===== src/rtl/codec_cfg_pkg.sv =====
// Codec configuration package: register map, power-on init table, scheduler state.
// Latency: n/a (constants and types only).
// Backpressure: n/a.
package codec_cfg_pkg;

  // Codec register addresses (7-bit)
  localparam logic [6:0] R_LINE_L  = 7'h00;
  localparam logic [6:0] R_ANALOG  = 7'h04;
  localparam logic [6:0] R_DIGITAL = 7'h05;
  localparam logic [6:0] R_POWER   = 7'h06;
  localparam logic [6:0] R_IFACE   = 7'h07;
  localparam logic [6:0] R_SAMPLE  = 7'h08;
  localparam logic [6:0] R_ACTIVE  = 7'h09;
  localparam logic [6:0] R_RESET   = 7'h0F;

  localparam int INIT_DEPTH = 7;
  localparam int IDX_W      = $clog2(INIT_DEPTH);

  // Power-on sequence: reset the codec, power up the used blocks, route the
  // analog/digital paths, set the interface format and rate, then activate.
  localparam logic [15:0] INIT_TABLE [INIT_DEPTH] = '{
    {R_RESET,   9'h000},
    {R_POWER,   9'h061},
    {R_ANALOG,  9'h014},
    {R_DIGITAL, 9'h000},
    {R_IFACE,   9'h042},
    {R_SAMPLE,  9'h000},
    {R_ACTIVE,  9'h001}
  };

  typedef enum logic [1:0] {
    S_POWERUP = 2'd0,
    S_INIT    = 2'd1,
    S_USER    = 2'd2,
    S_IDLE    = 2'd3
  } state_t;

  function automatic logic [15:0] pack_word(input logic [6:0] addr, input logic [8:0] data);
    return {addr, data};
  endfunction

endpackage


===== src/rtl/codec_reg_scheduler_if.sv =====
// Request port (requester -> scheduler) and write port (scheduler -> I2C engine).
// Latency: n/a (wiring only).
// Backpressure: valid/ready on both ports; slave = scheduler side, master = environment side.
interface codec_reg_scheduler_if;
  logic        req_valid;
  logic        req_ready;
  logic [6:0]  req_addr;
  logic [8:0]  req_data;
  logic        wr_valid;
  logic        wr_ready;
  logic [15:0] wr_reg_and_data;

  modport slave (
    input  req_valid, req_addr, req_data, wr_ready,
    output req_ready, wr_valid, wr_reg_and_data
  );

  modport master (
    output req_valid, req_addr, req_data, wr_ready,
    input  req_ready, wr_valid, wr_reg_and_data
  );
endinterface


===== src/rtl/codec_init_rom.sv =====
// Combinational lookup of an init-table word by index; out-of-range returns 0.
// Latency: 0 cycles (pure combinational).
// Backpressure: none.
// Ports: idx (table index in), word ({reg[6:0], data[8:0]} out).
module codec_init_rom
  import codec_cfg_pkg::*;
(
  input  logic [IDX_W-1:0] idx,
  output logic [15:0]      word
);

  always_comb begin
    word = '0;
    if (int'(idx) < INIT_DEPTH) begin
      word = INIT_TABLE[idx];
    end
  end

endmodule


===== src/rtl/codec_reg_scheduler.sv =====
// Sequences codec register writes: power-up wait, init table walk, then runtime requests.
// Latency: first write POWERUP_CYCLES edges after reset; request in IDLE offered next cycle.
// Backpressure: offered word held stable until wr_ready; one-entry request buffer, req_ready = !buf_full.
// Ports: i2c_clk, rst_n (async low), reinit (pulse), bus (req_* in / wr_* out),
//        init_done (init walk complete), busy (low only in IDLE with empty buffer).
// NUM_INIT must lie in 1..INIT_DEPTH.
module codec_reg_scheduler
  import codec_cfg_pkg::*;
#(
  parameter int POWERUP_CYCLES = 200,
  parameter int NUM_INIT       = 7
) (
  input  logic                  i2c_clk,
  input  logic                  rst_n,
  input  logic                  reinit,
  codec_reg_scheduler_if.slave  bus,
  output logic                  init_done,
  output logic                  busy
);

  localparam int                CNT_W    = (POWERUP_CYCLES > 1) ? $clog2(POWERUP_CYCLES) : 1;
  localparam logic [CNT_W-1:0]  LAST_CNT = CNT_W'(POWERUP_CYCLES - 1);
  localparam logic [IDX_W-1:0]  LAST_IDX = IDX_W'(NUM_INIT - 1);

  state_t           state;
  logic [CNT_W-1:0] cnt;
  logic [IDX_W-1:0] idx;
  logic             buf_full;
  logic [6:0]       buf_addr;
  logic [8:0]       buf_data;
  logic             reinit_pend;
  logic             wr_valid;
  logic [15:0]      wr_word;

  logic             wr_fire;
  logic             req_fire;
  logic             reinit_now;
  logic             have_req;
  logic [15:0]      user_word;
  logic [IDX_W-1:0] rom_idx;
  logic [15:0]      rom_word;

  assign wr_fire    = wr_valid & bus.wr_ready;
  assign req_fire   = bus.req_valid & ~buf_full;
  // A latched reinit or one arriving on the transfer edge both restart the walk.
  assign reinit_now = reinit_pend | reinit;
  // A request accepted this very edge counts as buffered so no bubble is inserted.
  assign have_req   = buf_full | req_fire;
  assign user_word  = buf_full ? pack_word(buf_addr, buf_data)
                               : pack_word(bus.req_addr, bus.req_data);

  // The ROM is addressed with the index of the word to load on the coming edge:
  // idx+1 when advancing mid-walk, entry 0 on every entry into INIT.
  always_comb begin
    rom_idx = '0;
    if (state == S_INIT && !reinit_now && idx != LAST_IDX) begin
      rom_idx = idx + 1'b1;
    end
  end

  codec_init_rom u_rom (
    .idx  (rom_idx),
    .word (rom_word)
  );

  assign bus.req_ready       = ~buf_full;
  assign bus.wr_valid        = wr_valid;
  assign bus.wr_reg_and_data = wr_word;
  assign busy                = !(state == S_IDLE && !buf_full);

  always_ff @(posedge i2c_clk or negedge rst_n) begin
    if (!rst_n) begin
      state       <= S_POWERUP;
      cnt         <= '0;
      idx         <= '0;
      buf_full    <= 1'b0;
      buf_addr    <= '0;
      buf_data    <= '0;
      reinit_pend <= 1'b0;
      init_done   <= 1'b0;
      wr_valid    <= 1'b0;
      wr_word     <= '0;
    end else begin
      // Request buffer: loads in any state, drains only when the user word transfers.
      if (req_fire) begin
        buf_full <= 1'b1;
        buf_addr <= bus.req_addr;
        buf_data <= bus.req_data;
      end else if (state == S_USER && wr_fire) begin
        buf_full <= 1'b0;
      end

      case (state)
        S_POWERUP: begin
          if (cnt == LAST_CNT) begin
            state    <= S_INIT;
            idx      <= '0;
            wr_valid <= 1'b1;
            wr_word  <= rom_word;
          end else begin
            cnt <= cnt + 1'b1;
          end
        end

        S_INIT: begin
          if (wr_fire) begin
            if (reinit_now) begin
              idx         <= '0;
              wr_word     <= rom_word;
              reinit_pend <= 1'b0;
              init_done   <= 1'b0;
            end else if (idx == LAST_IDX) begin
              init_done <= 1'b1;
              if (have_req) begin
                state   <= S_USER;
                wr_word <= user_word;
              end else begin
                state    <= S_IDLE;
                wr_valid <= 1'b0;
              end
            end else begin
              idx     <= idx + 1'b1;
              wr_word <= rom_word;
            end
          end else if (reinit) begin
            // Offered word must not be withdrawn; restart after it transfers.
            reinit_pend <= 1'b1;
            init_done   <= 1'b0;
          end
        end

        S_USER: begin
          if (wr_fire) begin
            if (reinit_now) begin
              state       <= S_INIT;
              idx         <= '0;
              wr_word     <= rom_word;
              reinit_pend <= 1'b0;
              init_done   <= 1'b0;
            end else begin
              state    <= S_IDLE;
              wr_valid <= 1'b0;
            end
          end else if (reinit) begin
            reinit_pend <= 1'b1;
            init_done   <= 1'b0;
          end
        end

        S_IDLE: begin
          // reinit wins over a simultaneous request; the request stays buffered.
          if (reinit) begin
            state     <= S_INIT;
            idx       <= '0;
            wr_valid  <= 1'b1;
            wr_word   <= rom_word;
            init_done <= 1'b0;
          end else if (have_req) begin
            state    <= S_USER;
            wr_valid <= 1'b1;
            wr_word  <= user_word;
          end
        end

        default: state <= S_POWERUP;
      endcase
    end
  end

endmodule

===== src/flat_wrapper.sv =====
// flat-port wrapper written by rule: the top's interface ports become plain ports
module codec_reg_scheduler_flat import codec_cfg_pkg::*;
#(
  parameter int POWERUP_CYCLES = 200,
  parameter int NUM_INIT       = 7
)
  (i2c_clk, rst_n, reinit, init_done, busy, bus_req_valid, bus_req_addr, bus_req_data, bus_wr_ready, bus_req_ready, bus_wr_valid, bus_wr_reg_and_data);
  codec_reg_scheduler_if bus_i ();
  input  logic i2c_clk;
  input  logic rst_n;
  input  logic reinit;
  output logic init_done;
  output logic busy;
  input wire logic [$bits(bus_i.req_valid)-1:0] bus_req_valid;
  input wire logic [$bits(bus_i.req_addr)-1:0] bus_req_addr;
  input wire logic [$bits(bus_i.req_data)-1:0] bus_req_data;
  input wire logic [$bits(bus_i.wr_ready)-1:0] bus_wr_ready;
  output wire logic [$bits(bus_i.req_ready)-1:0] bus_req_ready;
  output wire logic [$bits(bus_i.wr_valid)-1:0] bus_wr_valid;
  output wire logic [$bits(bus_i.wr_reg_and_data)-1:0] bus_wr_reg_and_data;
  assign bus_i.req_valid = bus_req_valid;
  assign bus_i.req_addr = bus_req_addr;
  assign bus_i.req_data = bus_req_data;
  assign bus_i.wr_ready = bus_wr_ready;
  assign bus_req_ready = bus_i.req_ready;
  assign bus_wr_valid = bus_i.wr_valid;
  assign bus_wr_reg_and_data = bus_i.wr_reg_and_data;
  codec_reg_scheduler #(.POWERUP_CYCLES(POWERUP_CYCLES), .NUM_INIT(NUM_INIT)) u_core (.i2c_clk(i2c_clk), .rst_n(rst_n), .reinit(reinit), .bus(bus_i), .init_done(init_done), .busy(busy));
endmodule

===== config.mk =====
export PLATFORM = sky130hd
export DESIGN_NAME = codec_reg_scheduler_flat
export DESIGN_NICKNAME = d
export VERILOG_FILES = /design/src/rtl/codec_cfg_pkg.sv /design/src/rtl/codec_reg_scheduler_if.sv /design/src/rtl/codec_init_rom.sv /design/src/rtl/codec_reg_scheduler.sv /design/src/flat_wrapper.sv
export SDC_FILE = /design/constraint.sdc
export NUM_CORES = 1
export LEC_CHECK = 0
export CAP_MARGIN = 25
export CORE_ASPECT_RATIO = 0.5
export CORE_MARGIN = 2
export CORE_UTILIZATION = 45
export CTS_BUF_LIST = sky130_fd_sc_hd__clkbuf_8
export CTS_CLUSTER_SIZE = 14
export DETAILED_ROUTE_END_ITERATION = 7
export HOLD_SLACK_MARGIN = 0.1
export PLACE_DENSITY = 0.78
export SLEW_MARGIN = 0
export SYNTH_ARGS = -nofsm -noshare
export SYNTH_HDL_FRONTEND = slang
export SYNTH_SLANG_ARGS = --single-unit

===== constraint.sdc =====
create_clock -name i2c_clk -period 2.5 [get_ports i2c_clk]
set_input_delay 0.375 -clock i2c_clk [delete_from_list [all_inputs] [get_ports i2c_clk]]
set_output_delay 0.375 -clock i2c_clk [all_outputs]
set_load 0.005 [all_outputs]

==> out/metrics.cfg <==
[synthesis]
synth.top_cell.area_share_pct=45.2
synth_xor_xnor_area_share_pct=2.58
synth_nets=318
syn_area_um2=2710
synthCells=285
yosys.area.top_type=dfrtp_1
synth_top_family_by_area=compound AO/OA/AOI/OAI gates
synth_mux_area_share_pct=2.58
synth.avg_cell_area_um2=9.51
ys_ff_latch=49
synth_enable_flop_cells=0
synth-main-ff-cell=dfrtp_1
ys_types=49
synth_compound_area_share_pct=21.8
yosys.area_share.simple_pct=18.6
ys_warn_count=0
yosys.area_share.adder_pct=5.54
ys_async_sr_fraction_pct=100
yosysSeqAreaShare_pct=45.2
synthTopCellsByArea=dfrtp_1 45%, nand2_1 9.4%, ha_1 5.5%

[route]
drt-total-wl_um=6790
post_drt_wl_per_cell_um=16.4
drtIter0Drc=119
vias_per_cell=5.73
firstDrtPassIters=4
drcViolationCount=0
ant_nets=0
vias=2377

[global_route]
busiest_layer=met2
grt.overflow.total=0
grt_max_degree=50
grt_pass1_wl_um=11400
grt_pass1_vias=2437
use_met1_pct=28.7
antenna_found_initial=0
grt_use_met3_pct=5.36
grt.met2_usage_pct=35.6
grtUsageTotal_pct=21.8

[timing]
fin_crit_ns=2.41
final.setup.tns_ns=0
finalMaxSlewViolations=0
rsz0062_at_grt=false
finalClockSkew_ns=0.00731
finalCritPeriodShare_pct=96.3
worst_pin_slew_ns=0.632
final_hold_viol_count=0
max_freq_mhz=415
setup_viol=0
maxSlewHeadroom_pct=57.9

[clock_network]
cts_tree=done
clk_pin_slew_ns=0.10
worstSkewPairLatency_ns=0.32
cts_buffers=5
cts_num_sinks=49
post-cts-setup-buffers=0
htreeDepth=2
ctsHoldBuffers=0
cts_max_path_buffers=2
cts-root-buf=clkbuf_8

[setup_path]
crit_type=reg2reg
path_max_fanout=4
cp.arrival_ns=2.62
reg2reg_setup_slack_ns=0.09
r2r_end=u_core.bus.wr_reg_and_data[2]$_DFFE_PN0P_
cp_slowest_cell=or3_4
crit_chain=inv_2, ha_4, or3b_4, or3_4, buf_4, inv_2, ha_1, o21ai_0, a31oi_1
r2r_cells=9
startpoint_type=register
max_stage_delay_ns=0.41
cp_common_cell=inv_2
startpoint=u_core.state[1]$_DFFE_PN0P_
r2r-start=u_core.state[1]$_DFFE_PN0P_
crit_required_ns=2.71
crit_path_end_kind=register

[floorplanning]
core_um2=5630
fp.dieW_um=114
die_height_um=58.9
start_util_pct=48.1
die_area_um2=6700
placementRows=19
ioPinCount=41

[layout]
area_growth_pct=27.1
multi_input_area_um2=1420
fin_util_pct=61.2
regArea_um2=1230
diodes=0
nFillCells=455
nNetsFinal=374
drive_gt1_share_pct=14.0

[power_and_ir_drop]
vdd_drop_max_v=0.000250
powerDensity_nw_per_um2=447
cellLeakagePower_nw=1.52

[placement]
place_hpwl_um=4790
port_buffers=40
place.gp.congestion=0.995

[hold_path]
min_path_type=in2async

[run]
drv_cap=0

[run_status]
status=complete, no violations

-- sequential cells by signal, summed over array words and instances (netlist names) --
name	count
u_core.state	2
u_core.idx	3
u_core.buf_addr	7
u_core.bus.wr_valid	1
u_core.buf_full	1
u_core.bus.wr_reg_and_data	16
u_core.buf_data	9
u_core.cnt	8
u_core.reinit_pend	1
u_core.init_done	1
-- area by class of cell --
class / instances / area share (%)
Timing Repair Buffer: 62 / 16.3
Tap cell: 73 / 2.65
Inverter: 10 / 1.09
Multi-Input combinational cell: 213 / 41.2
Clock buffer: 5 / 2.00
Sequential cell: 49 / 35.6
Clock inverter: 3 / 1.27
-- worst max-delay path by stage --
stage | depth (start not counted) | endpoint | slack, ns
2_1_floorplan | 9 | u_core.bus.wr_reg_and_data[9]$_DFFE_PN0P_ | 0.02
3_3_place_gp | 7 | u_core.bus.wr_reg_and_data[9]$_DFFE_PN0P_ | -0.14
3_5_place_dp | 8 | u_core.bus.wr_reg_and_data[10]$_DFFE_PN0P_ | -0.19
4_1_cts | 9 | u_core.bus.wr_reg_and_data[10]$_DFFE_PN0P_ | 0.04
5_1_grt | 9 | u_core.bus.wr_reg_and_data[10]$_DFFE_PN0P_ | 0.03
6_report | 9 | u_core.bus.wr_reg_and_data[2]$_DFFE_PN0P_ | 0.09
-- placed cells by master, fill, tap and decap left out, types with 7 or more instances in the layout --
master	netlist	layout
clkdlybuf4s50_1	0	39
a22oi_1	7	7
nand2_1	68	68
o21ai_0	14	14
a21oi_1	10	10
ha_1	12	10
dfrtp_1	49	49
inv_1	8	7
buf_4	0	22
nor2_1	10	10
xnor2_1	8	8
a31oi_1	7	7
-- logic make-up after synthesis --
kind of cell,after synthesis
AOI/OAI and AO/OA,77
xor gates and xnor gates,8
adders and majority gates,12
buffers and inverters,23
DFF,49
muxes,7
and+or+nand+nor,109
-- worst max-delay path: cells and delay by family (launching register included) --
family / cells / cell delay [ns]
AND/OR/NAND/NOR: 2 / 0.81
adder cells (fa/ha/maj): 2 / 0.27
buffers and inverters: 3 / 0.31
flip-flops: 1 / 0.40
AO/OA/AOI/OAI: 2 / 0.51
-- power by group --
group / internal, W / total (W) / switching (W) / leakage [nW]
Sequential: 0.000822 / 0.000839 / 0.0000169 / 0.648
Clock: 0.000300 / 0.000592 / 0.000291 / 0.0585
Combinational: 0.0000556 / 0.000110 / 0.0000548 / 0.812
Total: 0.00118 / 0.00154 / 0.000363 / 1.52
-- synthesized netlist by cell type, types with 2 or more instances --
master and number:
a2111oi_4 2, a211o_1 2, a21oi_1 10, a21oi_2 2, a221oi_1 2, a22oi_1 7, a31oi_1 7, and3_1 3
buf_2 3, clkbuf_1 8, dfrtp_1 49, ha_1 12, inv_1 8, inv_2 2, mux2i_1 7, nand2_1 68
nand2b_1 4, nand3_1 4, nand4_1 6, nor2_1 10, nor3_1 2, o211ai_1 4, o21a_1 3, o21ai_0 14
o221ai_1 3, o22a_1 2, o2bb2ai_1 6, o31ai_1 4, o41ai_1 2, or3_4 2, or3b_1 2, xnor2_1 8
-- metal layers --
| metal | vias to the layer above | share of wire, % |
|---|---|---|
| met1 | 1161 | 45 |
| met5 | - | 0 |
| li1 | 1136 | - |
| met3 | 12 | 5.2 |
| met2 | 68 | 48 |
| met4 | 0 | 1.3 |
-- timing repair --
| item | in CTS | in global routing |
|---|---|---|
| setup endpoints to repair | 0 | 3 |
| resized for setup | 0 | 4 |
| hold endpoints to repair | 0 | 0 |
-- through the flow --
step           hold slack (ns)  instances  power, W  cell area, µm²  setup slack (ns)
3_3_place_gp             0.458        407  0.000959            3320            -0.137
3_5_place_dp             0.463        407  0.000964            3320            -0.186
4_1_cts                  0.161        415   0.00156            3430            0.0358
6_report                 0.152        415   0.00154            3450            0.0927
5_1_grt                  0.207        415   0.00161            3450            0.0258
2_1_floorplan           0.0794        285  0.000896            2730            0.0179
Note: power is estimated with default switching activity, not from simulation.
